<file path="src/rtl/rs_pkg.sv">
// rtl/rs_pkg.sv - shared types, default widths and age-rank sizing for reservation stations
package rs_pkg;

  localparam int RS_ENTRIES = 4;
  localparam int RS_DATA_W  = 32;
  localparam int RS_TAG_W   = 5;
  localparam int RS_OP_W    = 6;

  // Age ranks run 0..ENTRIES-1 (0 = oldest busy entry).
  function automatic int rs_rank_w(input int entries);
    return (entries > 1) ? $clog2(entries) : 1;
  endfunction

  localparam int RS_RANK_W = rs_rank_w(RS_ENTRIES);

  // Entry layout at the default widths.
  typedef struct packed {
    logic [RS_OP_W-1:0]   op;
    logic [RS_TAG_W-1:0]  dest;
    logic                 a_rdy;
    logic [RS_TAG_W-1:0]  a_tag;
    logic [RS_DATA_W-1:0] a_val;
    logic                 b_rdy;
    logic [RS_TAG_W-1:0]  b_tag;
    logic [RS_DATA_W-1:0] b_val;
  } rs_entry_t;

endpackage

</file>
<file path="src/rtl/rs_age_select.sv">
// rtl/rs_age_select.sv - combinational oldest-candidate picker over per-entry age ranks
//
// Ports:
//   cand  - candidate vector (busy and fully ready)
//   rank  - per-entry age rank, lower is older, unique among busy entries
//   grant - one-hot winner (all zero when no candidate)
//   found - at least one candidate exists
module rs_age_select #(
  parameter int ENTRIES = 4,
  parameter int RANK_W  = 2
) (
  input  logic [ENTRIES-1:0]             cand,
  input  logic [ENTRIES-1:0][RANK_W-1:0] rank,
  output logic [ENTRIES-1:0]             grant,
  output logic                           found
);

  // A candidate wins when no other candidate carries a smaller rank.
  always_comb begin
    grant = '0;
    for (int i = 0; i < ENTRIES; i++) begin
      grant[i] = cand[i];
      for (int j = 0; j < ENTRIES; j++) begin
        if (j != i && cand[j] && (rank[j] < rank[i])) begin
          grant[i] = 1'b0;
        end
      end
    end
  end

  assign found = |cand;

endmodule

</file>
<file path="src/rtl/reservation_station_param.sv">
// rtl/reservation_station_param.sv - parametrised reservation station with CDB wakeup and age-ordered dispatch
//
// Optional build macro: RS_ISSUE_WAKEUP_EN (an operand issued not-ready captures a
// matching same-cycle CDB broadcast instead of waiting for a later one).
//
// Ports:
//   clk, rst (async, active-low), flush (sync clear of entries and output stage)
//   in_valid/in_ready, in_op, in_dest, in_{a,b}_rdy/_tag/_val - issue side
//   cdb_valid, cdb_tag, cdb_data                              - result broadcast
//   out_valid/out_ready, out_op, out_dest, out_a, out_b        - registered dispatch stage
//   count                                                      - occupied slots
module reservation_station_param
  import rs_pkg::*;
#(
  parameter int ENTRIES = RS_ENTRIES,
  parameter int DATA_W  = RS_DATA_W,
  parameter int TAG_W   = RS_TAG_W,
  parameter int OP_W    = RS_OP_W
) (
  input  logic                     clk,
  input  logic                     rst,
  input  logic                     flush,
  input  logic                     in_valid,
  output logic                     in_ready,
  input  logic [OP_W-1:0]          in_op,
  input  logic [TAG_W-1:0]         in_dest,
  input  logic                     in_a_rdy,
  input  logic                     in_b_rdy,
  input  logic [TAG_W-1:0]         in_a_tag,
  input  logic [TAG_W-1:0]         in_b_tag,
  input  logic [DATA_W-1:0]        in_a_val,
  input  logic [DATA_W-1:0]        in_b_val,
  input  logic                     cdb_valid,
  input  logic [TAG_W-1:0]         cdb_tag,
  input  logic [DATA_W-1:0]        cdb_data,
  output logic                     out_valid,
  input  logic                     out_ready,
  output logic [OP_W-1:0]          out_op,
  output logic [TAG_W-1:0]         out_dest,
  output logic [DATA_W-1:0]        out_a,
  output logic [DATA_W-1:0]        out_b,
  output logic [$clog2(ENTRIES):0] count
);

  localparam int RANK_W = rs_rank_w(ENTRIES);
  localparam int CNT_W  = $clog2(ENTRIES) + 1;

  logic [ENTRIES-1:0]             busy, a_rdy, b_rdy;
  logic [OP_W-1:0]                op_q   [ENTRIES];
  logic [TAG_W-1:0]               dest_q [ENTRIES];
  logic [TAG_W-1:0]               a_tag  [ENTRIES];
  logic [TAG_W-1:0]               b_tag  [ENTRIES];
  logic [DATA_W-1:0]              a_val  [ENTRIES];
  logic [DATA_W-1:0]              b_val  [ENTRIES];
  logic [ENTRIES-1:0][RANK_W-1:0] rank;

  logic [ENTRIES-1:0] cand, grant, free_oh, a_hit, b_hit;
  logic               found, load, disp, do_issue, iss_a_hit, iss_b_hit;
  logic [OP_W-1:0]    win_op;
  logic [TAG_W-1:0]   win_dest;
  logic [DATA_W-1:0]  win_a, win_b;
  logic [RANK_W-1:0]  win_rank, new_rank;

  assign in_ready = count < CNT_W'(ENTRIES);
  assign do_issue = in_valid && in_ready && !flush;
  assign cand     = busy & a_rdy & b_rdy;
  assign load     = !out_valid || out_ready;
  assign disp     = load && found;

  // Lowest clear bit of busy: the +1 carries through the trailing ones.
  assign free_oh  = ~busy & (busy + ENTRIES'(1));

  // A new entry is younger than every entry that stays busy past this edge.
  assign new_rank = RANK_W'(count - CNT_W'(disp));

`ifdef RS_ISSUE_WAKEUP_EN
  assign iss_a_hit = !in_a_rdy && cdb_valid && (in_a_tag == cdb_tag);
  assign iss_b_hit = !in_b_rdy && cdb_valid && (in_b_tag == cdb_tag);
`else
  assign iss_a_hit = 1'b0;
  assign iss_b_hit = 1'b0;
`endif

  rs_age_select #(
    .ENTRIES (ENTRIES),
    .RANK_W  (RANK_W)
  ) u_age_select (
    .cand  (cand),
    .rank  (rank),
    .grant (grant),
    .found (found)
  );

  // Ready operands never match, so a stale tag cannot clobber a captured value.
  always_comb begin
    a_hit = '0;
    b_hit = '0;
    for (int i = 0; i < ENTRIES; i++) begin
      a_hit[i] = busy[i] && !a_rdy[i] && cdb_valid && (a_tag[i] == cdb_tag);
      b_hit[i] = busy[i] && !b_rdy[i] && cdb_valid && (b_tag[i] == cdb_tag);
    end
  end

  always_comb begin
    win_op   = '0;
    win_dest = '0;
    win_a    = '0;
    win_b    = '0;
    win_rank = '0;
    for (int i = 0; i < ENTRIES; i++) begin
      if (grant[i]) begin
        win_op   |= op_q[i];
        win_dest |= dest_q[i];
        win_a    |= a_val[i];
        win_b    |= b_val[i];
        win_rank |= rank[i];
      end
    end
  end

  always_ff @(posedge clk or negedge rst) begin
    if (!rst) begin
      busy  <= '0;
      a_rdy <= '0;
      b_rdy <= '0;
      rank  <= '0;
      for (int i = 0; i < ENTRIES; i++) begin
        op_q[i]   <= '0;
        dest_q[i] <= '0;
        a_tag[i]  <= '0;
        b_tag[i]  <= '0;
        a_val[i]  <= '0;
        b_val[i]  <= '0;
      end
    end else if (flush) begin
      busy <= '0;
      rank <= '0;
    end else begin
      for (int i = 0; i < ENTRIES; i++) begin
        if (a_hit[i]) begin
          a_rdy[i] <= 1'b1;
          a_val[i] <= cdb_data;
        end
        if (b_hit[i]) begin
          b_rdy[i] <= 1'b1;
          b_val[i] <= cdb_data;
        end
        // Entries younger than the departing winner move up one rank.
        if (disp && busy[i] && (rank[i] > win_rank)) begin
          rank[i] <= rank[i] - RANK_W'(1);
        end
        if (disp && grant[i]) begin
          busy[i] <= 1'b0;
        end
        if (do_issue && free_oh[i]) begin
          busy[i]   <= 1'b1;
          rank[i]   <= new_rank;
          op_q[i]   <= in_op;
          dest_q[i] <= in_dest;
          a_tag[i]  <= in_a_tag;
          b_tag[i]  <= in_b_tag;
          a_rdy[i]  <= in_a_rdy || iss_a_hit;
          b_rdy[i]  <= in_b_rdy || iss_b_hit;
          a_val[i]  <= in_a_rdy ? in_a_val : (iss_a_hit ? cdb_data : '0);
          b_val[i]  <= in_b_rdy ? in_b_val : (iss_b_hit ? cdb_data : '0);
        end
      end
    end
  end

  always_ff @(posedge clk or negedge rst) begin
    if (!rst) begin
      out_valid <= 1'b0;
      out_op    <= '0;
      out_dest  <= '0;
      out_a     <= '0;
      out_b     <= '0;
    end else if (flush) begin
      out_valid <= 1'b0;
    end else if (load) begin
      out_valid <= found;
      if (found) begin
        out_op   <= win_op;
        out_dest <= win_dest;
        out_a    <= win_a;
        out_b    <= win_b;
      end
    end
  end

  always_ff @(posedge clk or negedge rst) begin
    if (!rst) begin
      count <= '0;
    end else if (flush) begin
      count <= '0;
    end else begin
      count <= count + CNT_W'(do_issue) - CNT_W'(disp);
    end
  end

endmodule
</file>
<file path="config.mk">
export PLATFORM = sky130hd
export DESIGN_NAME = reservation_station_param
export DESIGN_NICKNAME = d
export VERILOG_FILES = /design/src/rtl/rs_pkg.sv /design/src/rtl/rs_age_select.sv /design/src/rtl/reservation_station_param.sv
export SDC_FILE = /design/constraint.sdc
export NUM_CORES = 1
export LEC_CHECK = 0
export ABC_CLOCK_PERIOD_IN_PS = 7060
export BUFFER_PORTS_ARGS = -buffer_cell sky130_fd_sc_hd__buf_2
export CORE_MARGIN = 3
export CORE_UTILIZATION = 64
export DETAILED_ROUTE_END_ITERATION = 8
export GPL_ROUTABILITY_DRIVEN = 1
export GPL_TIMING_DRIVEN = 0
export PLACE_DENSITY = 0.85
export SETUP_SLACK_MARGIN = 0.3
export SLEW_MARGIN = 5
export SYNTH_ARGS = -nofsm -noshare
export SYNTH_HDL_FRONTEND = slang
export SYNTH_SLANG_ARGS = --single-unit
</file>
<file path="constraint.sdc">
create_clock -name clk -period 7.06 [get_ports clk]
set_input_delay 0.706 -clock clk [delete_from_list [all_inputs] [get_ports clk]]
set_output_delay 0.706 -clock clk [all_outputs]
set_load 0.01 [all_outputs]
</file>
=== Yosys cells after proc, flatten, opt, wreduce, memory -nomap -nowiden ===
Index checks and enable logic that the tools add are counted.

* Flip-flop bits (word level): 439
* Bits in latches: 0
* RAM bits: 0
* Memory bits (read-only): 0
* Bits of input ports: 130
* Output and inout bits: 80
* Logic and storage cells: 283
* Memories: 0

* Add/sub/neg operators: 8
* Multipliers: 0
* Div/mod/pow operators: 0
* Magnitude comparators: 17
* Equal/unequal tests: 8
* Shift operators: 0
* Multiplexer cells: 87
* Bitwise operators: 20
* Reduce and logical (&&, ||, !) cells: 97

{| class="wikitable"
|+ Operators by type and width
! cell !! number
|-
| 32-bit 2-to-1 mux || 26
|-
| 32-bit OR || 6
|-
| 1-bit logical AND || 55
|-
| 5-bit == test || 8
|-
| 1-bit 2-to-1 mux || 38
|-
| 2-bit < comparator || 12
|-
| 2-bit 2-to-1 mux || 12
|-
| 6-bit 2-to-1 mux || 4
|-
| 2-bit AND reduction || 12
|-
| 3-bit nonzero test || 8
|-
| 5-bit 2-to-1 mux || 4
|-
| 6-bit OR || 3
|-
| 2-bit nonzero test || 9
|-
| 5-bit OR || 3
|-
| 4-bit bitwise AND || 3
|-
| 1-bit logical NOT || 10
|-
| 2-bit greater-than comparator || 4
|-
| 8-bit 2-to-1 mux || 1
|-
| 2-bit by 1-bit subtractor with 2-bit output, second input constant || 4
|-
| 2-bit OR || 3
|-
| 4-bit by 1-bit adder with 4-bit output, second input constant || 1
|-
| 4-bit 2-to-1 mux || 1
|-
| 4-bit inverter || 1
|-
| 4-bit OR reduction || 1
|-
| 8 further kinds || 8
|}

=== Longest topological paths before layout ===
* Depth in word-level cells: 18
* Depth in mapped cells: 16
* Mapped depth without buffers: 13

=== Cells and area by module ===
Synthesis repeated with hierarchy kept, for this count alone.

* Cell total of the unflattened synthesis: 2040
* Area total of the unflattened synthesis: 21306.7 sq um

{| class="wikitable"
|+ By module, submodules not included
! module !! instances !! cells an instance !! area each (sq um) !! sequential area each (sq um)
|-
| reservation_station_param || 1 || 1991 || 20947.6 || 10985.5
|-
| rs_age_select || 1 || 49 || 359.1 || 0.0
|}

=== Least setup slack after synthesis ===
Ideal clock, no wire load.

* Path kind: flip-flop to flip-flop
* Start point: reg rank[1] (netlist bit)
* End point: reg rank[7] (netlist bit)
* Arrival time: 3.137 ns
* Data required time: 6.939 ns
* Path slack: 3.802 ns
* Stages on the path, launching flop included: 15
* Period minus slack after synthesis: 3.258 ns
* Path through: dfrtp_1 > inv_1 > ha_1 > nor2b_1 > or3_1 > and4_1 > clkbuf_1 > clkbuf_1 > a221oi_1 > ha_1 > nor2b_1 > o211ai_1 > nor3_1 > xnor2_1 > a22o_1

* Word-level cells in the longest chain between the ends: 15
* Elaborated cells between the ends (all ways): 34
* Those cells by class: order compare (7); mux (16); bitwise (3); reduce/logical (8)

{| class="wikitable"
|+ Ends and longest elaborated chain
! item !! RTL line !! RTL
|-
| start: declaration || reservation_station_param.sv:55 || <nowiki>logic [ENTRIES-1:0][RANK_W-1:0] rank;</nowiki>
|-
| start signal: indexed assignment || reservation_station_param.sv:150 || <nowiki>rank[i] <= rank[i] - RANK_W'(1);</nowiki>
|-
| start signal: indexed assignment || reservation_station_param.sv:157 || <nowiki>rank[i] <= new_rank;</nowiki>
|-
| 2-bit < comparator || rs_age_select.sv:24 || <nowiki>if (j != i && cand[j] && (rank[j] < rank[i])) begin</nowiki>
|-
| 1-bit logical AND || rs_age_select.sv:24 ||
|-
| 1-bit 2-to-1 mux (3 in series) || rs_age_select.sv:24 ||
|-
| 2-bit 2-to-1 mux || reservation_station_param.sv:111 || <nowiki>if (grant[i]) begin</nowiki>
|-
| 2-bit OR || reservation_station_param.sv:116 || <nowiki>win_rank |= rank[i];</nowiki>
|-
| 2-bit 2-to-1 mux || reservation_station_param.sv:111 ||
|-
| 2-bit OR || reservation_station_param.sv:116 ||
|-
| 2-bit 2-to-1 mux || reservation_station_param.sv:111 ||
|-
| 2-bit OR || reservation_station_param.sv:116 ||
|-
| 2-bit 2-to-1 mux (*) || reservation_station_param.sv:111 ||
|-
| 2-bit greater-than comparator (*) || reservation_station_param.sv:149 || <nowiki>if (disp && busy[i] && (rank[i] > win_rank)) begin</nowiki>
|-
| 1-bit logical AND (*) || reservation_station_param.sv:149 ||
|-
| 3-bit nonzero test (no source line) (*) || n/a ||
|}

Mark *: on every way between the ends. The rest lies on a longest branch, timed or not.
A chain may end at the register's enable or synchronous reset.

=== Final worst setup path ===
* Start point: reg rank[5] (netlist bit)
* End point: reg rank[5] (netlist bit)

* Word-level cells in the longest chain between the ends: 14
* Elaborated cells between the ends (all ways): 34
* Those cells by class: add/sub (1); order compare (7); mux (15); bitwise (3); reduce/logical (8)

{| class="wikitable"
|+ Ends and longest elaborated chain
! item !! RTL line
|-
| 2-bit < comparator || rs_age_select.sv:24
|-
| 1-bit logical AND || rs_age_select.sv:24
|-
| 1-bit 2-to-1 mux (2 in series) || rs_age_select.sv:24
|-
| 2-bit 2-to-1 mux || reservation_station_param.sv:111
|-
| 2-bit OR || reservation_station_param.sv:116
|-
| 2-bit 2-to-1 mux || reservation_station_param.sv:111
|-
| 2-bit OR || reservation_station_param.sv:116
|-
| 2-bit 2-to-1 mux || reservation_station_param.sv:111
|-
| 2-bit OR || reservation_station_param.sv:116
|-
| 2-bit 2-to-1 mux || reservation_station_param.sv:111
|-
| 2-bit greater-than comparator || reservation_station_param.sv:149
|-
| 1-bit logical AND || reservation_station_param.sv:149
|-
| 3-bit nonzero test (no source line) || n/a
|}

Several ways; a longest one is shown, not always the timed one. The select of a mux whose other input is x is not followed.

==> metrics.txt <==
die area 36100 um2; vias in the first global route 20400; Area Overhead vs Synth 14.2%; Crit Path Max Fanout 10; largest net degree at the start of global routing 103; clock skew 0.0247 ns; CP required 7.51 ns; RSZ-0062 raised after global routing false; Initial Util 0.657; worst r2r src rank[5]; most common flop cell mapped by yosys dfrtp_1; number of port buffers 169; Worst setup SP type flip-flop; Rel. slew slack 0.0524; Final Power 0.00855 W; buffer depth of the longest clock path 3; sequential share of the synthesized area 0.508; max-slew violation count 0; routed vias/inst 6.99; setup_tns 0 ns; CTS Buf Count 46; R2R Setup Slk 2.39 ns; Hold WC Path Type in -> async; placed cells 2857; I/O pin cnt 210; WL/cell 25.7 um; Worst VDD drop 0.254 mV; Critical Path AT 5.12 ns; Worst Reg-to-Reg Cells 14; first-pass GRT wire length 116000 um; Area after DPL 23200 um2; drt drc 0; Layout Cells excl Fill 2939; Final Wtd Congestion 0.974; Critical Path Source rank[5]; total power per unit cell area 346 nW/um2; register area 11000 um2; FFs w/ async S/R, synth 1.00; Tcrit/Tclk final 0.662; crit end category flip-flop; YS warnings 0; Chip Height 190 um; Root Driver clkbuf_16; Max Cap Violations 0; clock sinks 439; grt ovf 0; Core Area 32900 um2; CTS tree yes; fill count 2289; via count 20600; endpoints failing setup 0; Final #Nets 2617; H-tree lvl count 2; final hold viol count 0; Synth Instances 2242; distinct cell type count after synthesis 48; final WL 75700 um; Critical R2R Capture rank[5]; Die Span X 190 um; Global Route Usage Sum 0.416; Final min period 4.67 ns; std cell rows 66; footprint of the multi-input gates 9590 um2; initial antenna violation count 10; initial drt markers 3184; fmax 214 MHz; Final HPWL DP 51400 um; number of enable flip-flop cells after synthesis 0; clock-pin transition on the worst setup and hold timing paths 0.07 ns; Post-CTS Setup Repair Bufs 0; mapped cell area 21600 um2; outcome completed; critical path class reg -> reg; Initial DRT Pass Iterations 9; clk_lat worst skew 0.56 ns; Finished Cell Area 24700 um2; Yosys reg bits 439; hold_buf cts 0; crit path to rank[5]; layout cell share with drive strength beyond 1 0.146; Core Util, Final 0.750; leakage 10.5 nW; Antenna Nets Post-Route 0; Post-Syn Area per Cell 9.65 um2; worst-margin pin slew 1.42 ns; # resized after CTS 0; Post-Syn Nets 2396
[layout make-up]
cell class | instances | share of cell area
diodes | 6 | 0.000607
plain buffers | 229 | 0.0409
clock buffers | 66 | 0.0540
clock inverters | 10 | 0.00855
inverters | 16 | 0.00243
multi-input cells | 1558 | 0.388
flip-flops and latches | 439 | 0.444
well taps | 442 | 0.0224
repair buffers | 173 | 0.0391
[through the flow]
step | setup slack, ns | hold slack (ns)
4_1_cts | 2.63 | 0.194
6_report | 2.39 | 0.162
3_3_place_gp | -3.35 | 0.458
5_1_grt | 2.35 | 0.226
3_5_place_dp | 2.66 | 0.462
2_1_floorplan | 3.80 | 0.410
[how the worst min path moves through the flow]
stage	startpoint	end	cells past startpoint
global route	rst	out_b[10]	1
detailed placement	op_q[10]	op_q[10]	2
floorplan	rst	a_rdy[0]	0
CTS	rst	out_b[10]	1
finish	rst	out_b[8]	1
global placement	op_q[4]	op_q[4]	2
[report_power, final]
group | leakage (nW) | internal [W] | switching, W
combinational | 4.02 | 0.000825 | 0.00122
sequential | 5.69 | 0.00338 | 0.000580
clock | 0.760 | 0.00152 | 0.00102
total | 10.5 | 0.00573 | 0.00282
[worst max-delay path: stages (launching register included)]
cell	delay (ns)
dfrtp_1	0.50
inv_1	0.13
ha_1	0.31
nor2b_1	0.17
o31ai_1	0.10
a211oi_2	1.02
buf_2	0.45
buf_2	0.36
a221oi_1	0.24
ha_1	0.40
nor2b_1	0.13
o211ai_1	0.11
nor3_1	0.31
xnor2_1	0.11
o31ai_1	0.23
[placed cells by master, fill, tap and decap left out, drive strengths merged, types with 5 or more instances in the layout]
cell type  netlist  final
nor2b           13     13
nand2          287    287
diode            0      6
nor2           147    147
nor4             7      7
mux2i          192    192
a31oi          139    139
inv             16     16
o21ai          199    199
bufinv           0      6
xor2            21     21
nand3          265    265
xnor2           26     26
clkbuf         132    198
o31ai            5      5
dfrtp          439    439
ha              23     23
buf             97    270
mux2            21     21
nor3            10     10
o211ai           8      8
a22oi          152    152
[logic make-up (layout without fill, tap and decap cells)]
group	after synthesis	after routing	synth area share
flops	439	439	0.508
compound gates	526	526	0.154
buf+inv	245	494	0.0495
simple gates	748	748	0.156
fa+ha+maj	24	24	0.0142
mux	213	213	0.0997
other cells	0	6	0
xor+xnor	47	47	0.0190
[routing by layer]
layer / GRT usage / routed length (um) / vias to the layer above
li1: - / - / 8438
met1: 0.536 / 26200 / 9884
met2: 0.643 / 33800 / 1813
met3: 0.106 / 10400 / 408
met4: 0.240 / 5190 / 10
met5: 0 / 76 / -
[registers in the layout, summed over array words and instances, names as in the netlist]
name and flops:
a_rdy 4, a_tag 20, a_val 128, b_rdy 4
b_tag 20, b_val 128, busy 4, count 3
dest_q 20, op_q 24, out_a 32, out_b 32
out_dest 5, out_op 6, out_valid 1, rank 8
[cells in the mapped netlist, types with 3 or more instances]
| cell | number | share of area |
|---|---|---|
| buf_6 | 6 | 0.0031 |
| nor3_1 | 8 | 0.0018 |
| a31o_2 | 4 | 0.0016 |
| clkbuf_1 | 131 | 0.023 |
| and3_1 | 4 | 0.0012 |
| nand2b_1 | 4 | 0.0012 |
| dfrtp_1 | 439 | 0.51 |
| o21ai_1 | 99 | 0.023 |
| mux2i_1 | 192 | 0.089 |
| nor2b_1 | 13 | 0.0038 |
| a31oi_1 | 139 | 0.040 |
| a211oi_1 | 3 | 0.0010 |
| xnor2_1 | 26 | 0.011 |
| nor4_4 | 6 | 0.0059 |
| xor2_1 | 21 | 0.0085 |
| buf_4 | 4 | 0.0014 |
| inv_1 | 16 | 0.0028 |
| nor2_1 | 147 | 0.025 |
| a22oi_1 | 152 | 0.053 |
| nand2_1 | 287 | 0.050 |
| mux2_2 | 21 | 0.011 |
| ha_1 | 23 | 0.013 |
| o31ai_1 | 5 | 0.0017 |
| o21a_1 | 3 | 0.0010 |
| o21ai_0 | 100 | 0.023 |
| nand3_1 | 265 | 0.061 |
| buf_2 | 73 | 0.017 |
| buf_1 | 14 | 0.0024 |
| o211ai_1 | 8 | 0.0028 |
Power figures use the tool's default switching activity.
